===== config.mk =====
export PLATFORM = sky130hd
export DESIGN_NAME = pio_deb_irq
export DESIGN_NICKNAME = d
export VERILOG_FILES = /design/src/rtl/pio_deb_irq.sv
export SDC_FILE = /design/constraint.sdc
export NUM_CORES = 2
export LEC_CHECK = 0
export BUFFER_PORTS_ARGS = -buffer_cell sky130_fd_sc_hd__buf_4
export CORE_MARGIN = 2
export CORE_UTILIZATION = 40
export CTS_BUF_LIST = sky130_fd_sc_hd__clkbuf_16
export DETAILED_ROUTE_END_ITERATION = 10
export PLACE_DENSITY_LB_ADDON = 0.08
export RECOVER_POWER = 100
export SLEW_MARGIN = 0
export SYNTH_ARGS = -nofsm -noshare
export SYNTH_HDL_FRONTEND = slang
export SYNTH_SLANG_ARGS = --single-unit

===== constraint.sdc =====
create_clock -name clk -period 14.5 [get_ports clk]
set_input_delay 2.9 -clock clk [delete_from_list [all_inputs] [get_ports clk]]
set_output_delay 2.9 -clock clk [all_outputs]
set_load 0.02 [all_outputs]

===== src/rtl/pio_deb_irq.sv =====
// Avalon-MM PIO slave: per-bit direction, atomic set/clear outputs,
// synchronised and debounced inputs with per-bit edge capture and a maskable level IRQ.
module pio_deb_irq #(
  parameter int unsigned DATA_W      = 32,
  parameter int unsigned SYNC_STAGES = 2,
  parameter int unsigned DEB_W       = 16,
  parameter logic [31:0] RESET_OUT   = '0
) (
  input  logic              clk,
  input  logic              reset_n,
  input  logic [3:0]        address,
  input  logic              chipselect,
  input  logic              write_n,
  input  logic [31:0]       writedata,
  output logic [31:0]       readdata,
  input  logic [DATA_W-1:0] in_port,
  output logic [DATA_W-1:0] out_port,
  output logic [DATA_W-1:0] out_en,
  output logic              irq
);

  localparam logic [DATA_W-1:0] RST_OUT = RESET_OUT[DATA_W-1:0];

  logic [SYNC_STAGES-1:0][DATA_W-1:0] r_sync;
  logic [DATA_W-1:0] r_data, r_dir, r_mask, r_cap, r_rise, r_fall;
  logic [DATA_W-1:0] r_db, r_db_d;
  logic [DEB_W-1:0]  r_thr;
  logic [DEB_W-1:0]  r_cnt [DATA_W];
  logic [31:0]       r_rdata;

  logic              w_wr;
  logic [DATA_W-1:0] w_wd, w_s, w_ev, w_w1c;
  logic [DEB_W-1:0]  w_thr_m1;
  logic [31:0]       w_rd;

  assign w_wr     = chipselect & ~write_n;
  assign w_wd     = writedata[DATA_W-1:0];
  assign w_s      = r_sync[SYNC_STAGES-1];
  assign w_thr_m1 = r_thr - DEB_W'(1);
  assign w_ev     = (r_db & ~r_db_d & r_rise) | (~r_db & r_db_d & r_fall);
  assign w_w1c    = (w_wr && address == 4'd3) ? w_wd : '0;

  // Input synchroniser chain
  always_ff @(posedge clk or negedge reset_n) begin
    if (!reset_n) r_sync <= '0;
    else          r_sync <= {r_sync[SYNC_STAGES-2:0], in_port};
  end

  // Software-visible control registers; captures favour a new event over a clear
  always_ff @(posedge clk or negedge reset_n) begin
    if (!reset_n) begin
      r_data <= RST_OUT;
      r_dir  <= '0;
      r_mask <= '0;
      r_rise <= '0;
      r_fall <= '0;
      r_thr  <= '0;
      r_cap  <= '0;
    end else begin
      r_cap <= (r_cap & ~w_w1c) | w_ev;
      if (w_wr) begin
        case (address)
          4'd0: r_data <= w_wd;
          4'd1: r_dir  <= w_wd;
          4'd2: r_mask <= w_wd;
          4'd4: r_data <= r_data | w_wd;
          4'd5: r_data <= r_data & ~w_wd;
          4'd6: r_rise <= w_wd;
          4'd7: r_fall <= w_wd;
          4'd8: r_thr  <= writedata[DEB_W-1:0];
          default: ;
        endcase
      end
    end
  end

  // Per-bit debounce: db follows s only after it has differed for DEB_THR cycles
  always_ff @(posedge clk or negedge reset_n) begin
    if (!reset_n) begin
      r_db   <= '0;
      r_db_d <= '0;
      for (int i = 0; i < DATA_W; i++) r_cnt[i] <= '0;
    end else begin
      r_db_d <= r_db;
      for (int i = 0; i < DATA_W; i++) begin
        if (w_s[i] == r_db[i]) begin
          r_cnt[i] <= '0;
        end else if (r_thr == '0) begin
          r_db[i] <= w_s[i];
        end else if (r_cnt[i] == w_thr_m1) begin
          r_db[i]  <= w_s[i];
          r_cnt[i] <= '0;
        end else begin
          r_cnt[i] <= r_cnt[i] + DEB_W'(1);
        end
      end
    end
  end

  // Read mux
  always_comb begin
    w_rd = '0;
    case (address)
      4'd0:    w_rd = 32'((r_db & ~r_dir) | (r_data & r_dir));
      4'd1:    w_rd = 32'(r_dir);
      4'd2:    w_rd = 32'(r_mask);
      4'd3:    w_rd = 32'(r_cap);
      4'd4:    w_rd = 32'(r_data);
      4'd5:    w_rd = 32'(r_data);
      4'd6:    w_rd = 32'(r_rise);
      4'd7:    w_rd = 32'(r_fall);
      4'd8:    w_rd = 32'(r_thr);
      4'd9:    w_rd = 32'(w_s);
      default: w_rd = '0;
    endcase
  end

  always_ff @(posedge clk or negedge reset_n) begin
    if (!reset_n) r_rdata <= '0;
    else          r_rdata <= w_rd;
  end

  assign readdata = r_rdata;
  assign out_port = r_data;
  assign out_en   = r_dir;
  assign irq      = |(r_cap & r_mask);

endmodule


==> results.toml <==
[worst_setup_path]
critical_path_class = "reg2reg"
r2r-end = "r_cnt[333]"
reg2reg_from = "r_thr[7]"
reg2reg_depth = 13
required_ps = 15100
startpoint_type = "flop"
crit_fanout = 26
worst_ep_arrival_time_ps = 10810
end_kind = "flop"
ff2ff_setup_slack_ps = 4300

[clocking]
cts.path.max_buffers = 3
h-tree-depth = 3
clk_latency_ps = 730
post_cts_resized = 0
post_cts_buffers = 0
cts_root_buffer = "clkbuf_16"
hold_buffers = 0
cts_buffers = 105
clock-sinks = 880
cts_tree = "built"
clk_pin_slew_worst_paths_ps = 60

[yosys]
synth_edf_count = 0
ys_types = 91
synth_area_mm2 = 0.0521
syn-num-nets = 5501
syn_avg_cell_area_um2 = 9.65
ys.flop_type = "dfrtp_1"
yosys_register_bits = 880
async_flop_share_pct = 100
yosysWarnings = 0
synth_seq_area_share_pct = 42.3
synth_cells = 5396

[detailed_routing]
firstDrtPassIters = 6
vias = 43600
drtAntennaViolNets = 0
wl_per_cell_um = 26.3
initialDrtViolationCount = 4241
drc = 0
wl_mm = 192
viasPerCell = 5.99

[sta]
timing.setup.tns_ps = 0
setup_viol = 0
worst_pin_slew_ps = 3880
fin_worst_skew_ps = 37.0
clock.fmax_ghz = 0.0980
rsz0062_at_grt = "false"
period_needed_ps = 10200
slew_headroom_pct = -158
hold_ws_ps = 346
hold_viol = 0
period_share_pct = 70.4
final-max-slew-violation-count = 794

[power_and_ir_drop]
power_density_mw_per_mm2 = 155
p_leak_nw = 24.7
peakVddDrop_mv = 0.100

[global_routing]
grt_pass1_vias = 41700
antenna_found_initial = 1
gr-usage-all-layers_pct = 28.7
grt_pass1_wl_mm = 285
grt_max_degree = 135
overflow = 0

[cells_and_area]
fill_cells = 12500
fin_nets = 5561
multiInputGateArea_mm2 = 0.0286
stdcell_count = 7289
area_growth_pct = 11.7
seq_area_mm2 = 0.0220
drive_gt1_share_pct = 10.4
finalInstanceArea_mm2 = 0.0582

[die]
pin_count = 169
core_mm2 = 0.129
die_w_um = 365
dieArea_mm2 = 0.133
initial_utilization_pct = 40.3
die_h_um = 365
fp-row-count = 132

[place]
dp_hpwl_mm = 128
dpl_cell_area_mm2 = 0.0554
dp.cells = 7091
port-buffer-count = 168
gp_congestion = 0.908

[worst_hold_path]
whs_path_depth = 0
hold_path_class = "reg2reg"
hold_start = "r_sync[14]"
holdPathEnd = "w_s[14]"

[status]
status = "finished, violations left"
violations = "max-capacitance violations, max-slew violations"

[run]
cap_violations = 29
## cell type report
type                       count  share of cell area, %
timing repair buffer         285                   2.90
sequential                   880                   37.9
clock inverter                89                   1.31
inverter                      68                  0.439
multi-input combinational   4116                   49.2
tap                         1742                   3.75
clock buffer                 105                   4.52
antenna                        4                 0.0172
## flip-flops by register name (all words and copies together), names as in the netlist
register  cells
r_cnt       512
out_en       32
w_s          32
readdata     32
r_sync       32
r_db_d       32
r_fall       32
r_mask       32
r_db         32
r_cap        32
r_thr        16
r_rise       32
out_port     32
## worst max-delay path by stage
| stage | slack (ps) | to | depth (start not counted) | startpoint |
|---|---|---|---|---|
| 2_1_floorplan | 9620 | r_cnt[53] | 16 | r_thr[0] |
| 3_3_place_gp | 8550 | r_cnt[445] | 13 | r_thr[0] |
| 3_5_place_dp | 8320 | r_cnt[435] | 13 | r_thr[0] |
| 4_1_cts | 8340 | r_cnt[439] | 13 | r_thr[0] |
| 5_1_grt | 4190 | r_cnt[10] | 12 | r_thr[7] |
| 6_report | 4300 | r_cnt[333] | 13 | r_thr[7] |
## synth_stat cells (31+ instances only)
master | number | area [um2]
dfrtp_1 | 880 | 22000
ha_1 | 33 | 413
and2_1 | 31 | 194
buf_2 | 62 | 310
mux2_2 | 189 | 2130
buf_1 | 48 | 180
xor2_1 | 260 | 2280
or3_1 | 45 | 282
and3_1 | 207 | 1290
clkbuf_1 | 216 | 811
o21ai_0 | 324 | 1620
nand2b_1 | 35 | 219
a22oi_1 | 105 | 788
inv_1 | 68 | 255
a21o_1 | 32 | 240
nand3b_1 | 54 | 405
nand3_1 | 240 | 1200
nor4_1 | 64 | 400
nor2b_1 | 147 | 920
nor2_1 | 367 | 1380
o211ai_1 | 52 | 390
nand2_1 | 468 | 1760
nor3_1 | 156 | 781
a21oi_1 | 79 | 395
xnor2_1 | 362 | 3170
a22o_1 | 244 | 2140
nand4_1 | 112 | 701
xnor3_1 | 72 | 1620
## layout by cell type (no fill, tap or decap), types with 52 or more instances in the layout
cell type	synthesis	layout
dfrtp_1	880	872
nand2_1	468	468
nor2_1	367	359
xnor2_1	362	354
o21ai_0	324	330
xor2_1	260	260
a22o_1	244	244
nand3_1	240	239
and3_1	207	206
mux2_2	189	189
nor3_1	156	152
nor2b_1	147	147
clkbuf_1	216	127
buf_4	4	124
nand4_1	112	112
a22oi_1	105	105
clkbuf_16	0	105
inv_1	68	82
a21oi_1	79	79
xnor3_1	72	72
nor4_1	64	62
nand3b_1	54	54
o211ai_1	52	52
## per-layer routing
metal / track usage (%) / routed length [um]
met4: 11.9 / 8330
met3: 4.69 / 13200
met2: 43.8 / 84700
met1: 40.2 / 85600
met5: 0 / 0
## logic make-up (layout without fill, tap and decap cells)
group | after synthesis | after routing | share of synthesized area [%]
adders and majority gates | 33 | 33 | 0.793
DFF | 880 | 880 | 42.3
buffers and inverters | 400 | 547 | 3.08
AOI/OAI and AO/OA | 1148 | 1148 | 15.8
other | 0 | 4 | 0
xor gates and xnor gates | 696 | 696 | 13.6
and+or+nand+nor | 2037 | 2037 | 20.1
muxes | 202 | 202 | 4.34
## metrics by stage
step	setup WS (ps)	util, %	power, mW
after floorplan	9620	-	5.17
after global placement	8550	42.8	6.43
after detailed placement	8320	42.8	6.45
after CTS	8340	45.4	9.13
after global routing	4190	45.0	9.48
final	4300	45.0	9.03
## power by group
| group | switching (mW) | leakage [nW] | internal, mW | total (mW) |
|---|---|---|---|---|
| sequential | 0.481 | 11.5 | 2.79 | 3.27 |
| clock | 1.14 | 1.70 | 1.50 | 2.64 |
| combinational | 2.02 | 11.5 | 1.11 | 3.13 |
| total | 3.64 | 24.7 | 5.40 | 9.03 |
## worst max-delay path, stage by stage, from the launching register on
cell and delay [ps]:
dfrtp_2 330, clkbuf_1 1750, clkbuf_1 1430, nor4_1 180, clkbuf_1 230, and3_1 480, clkbuf_1 860, xnor2_1 530
clkbuf_1 1710, xnor2_1 270, o2111ai_1 180, o31ai_1 1340, o21ai_0 300, a22o_1 300
Note: power is estimated with default switching activity, not from simulation.
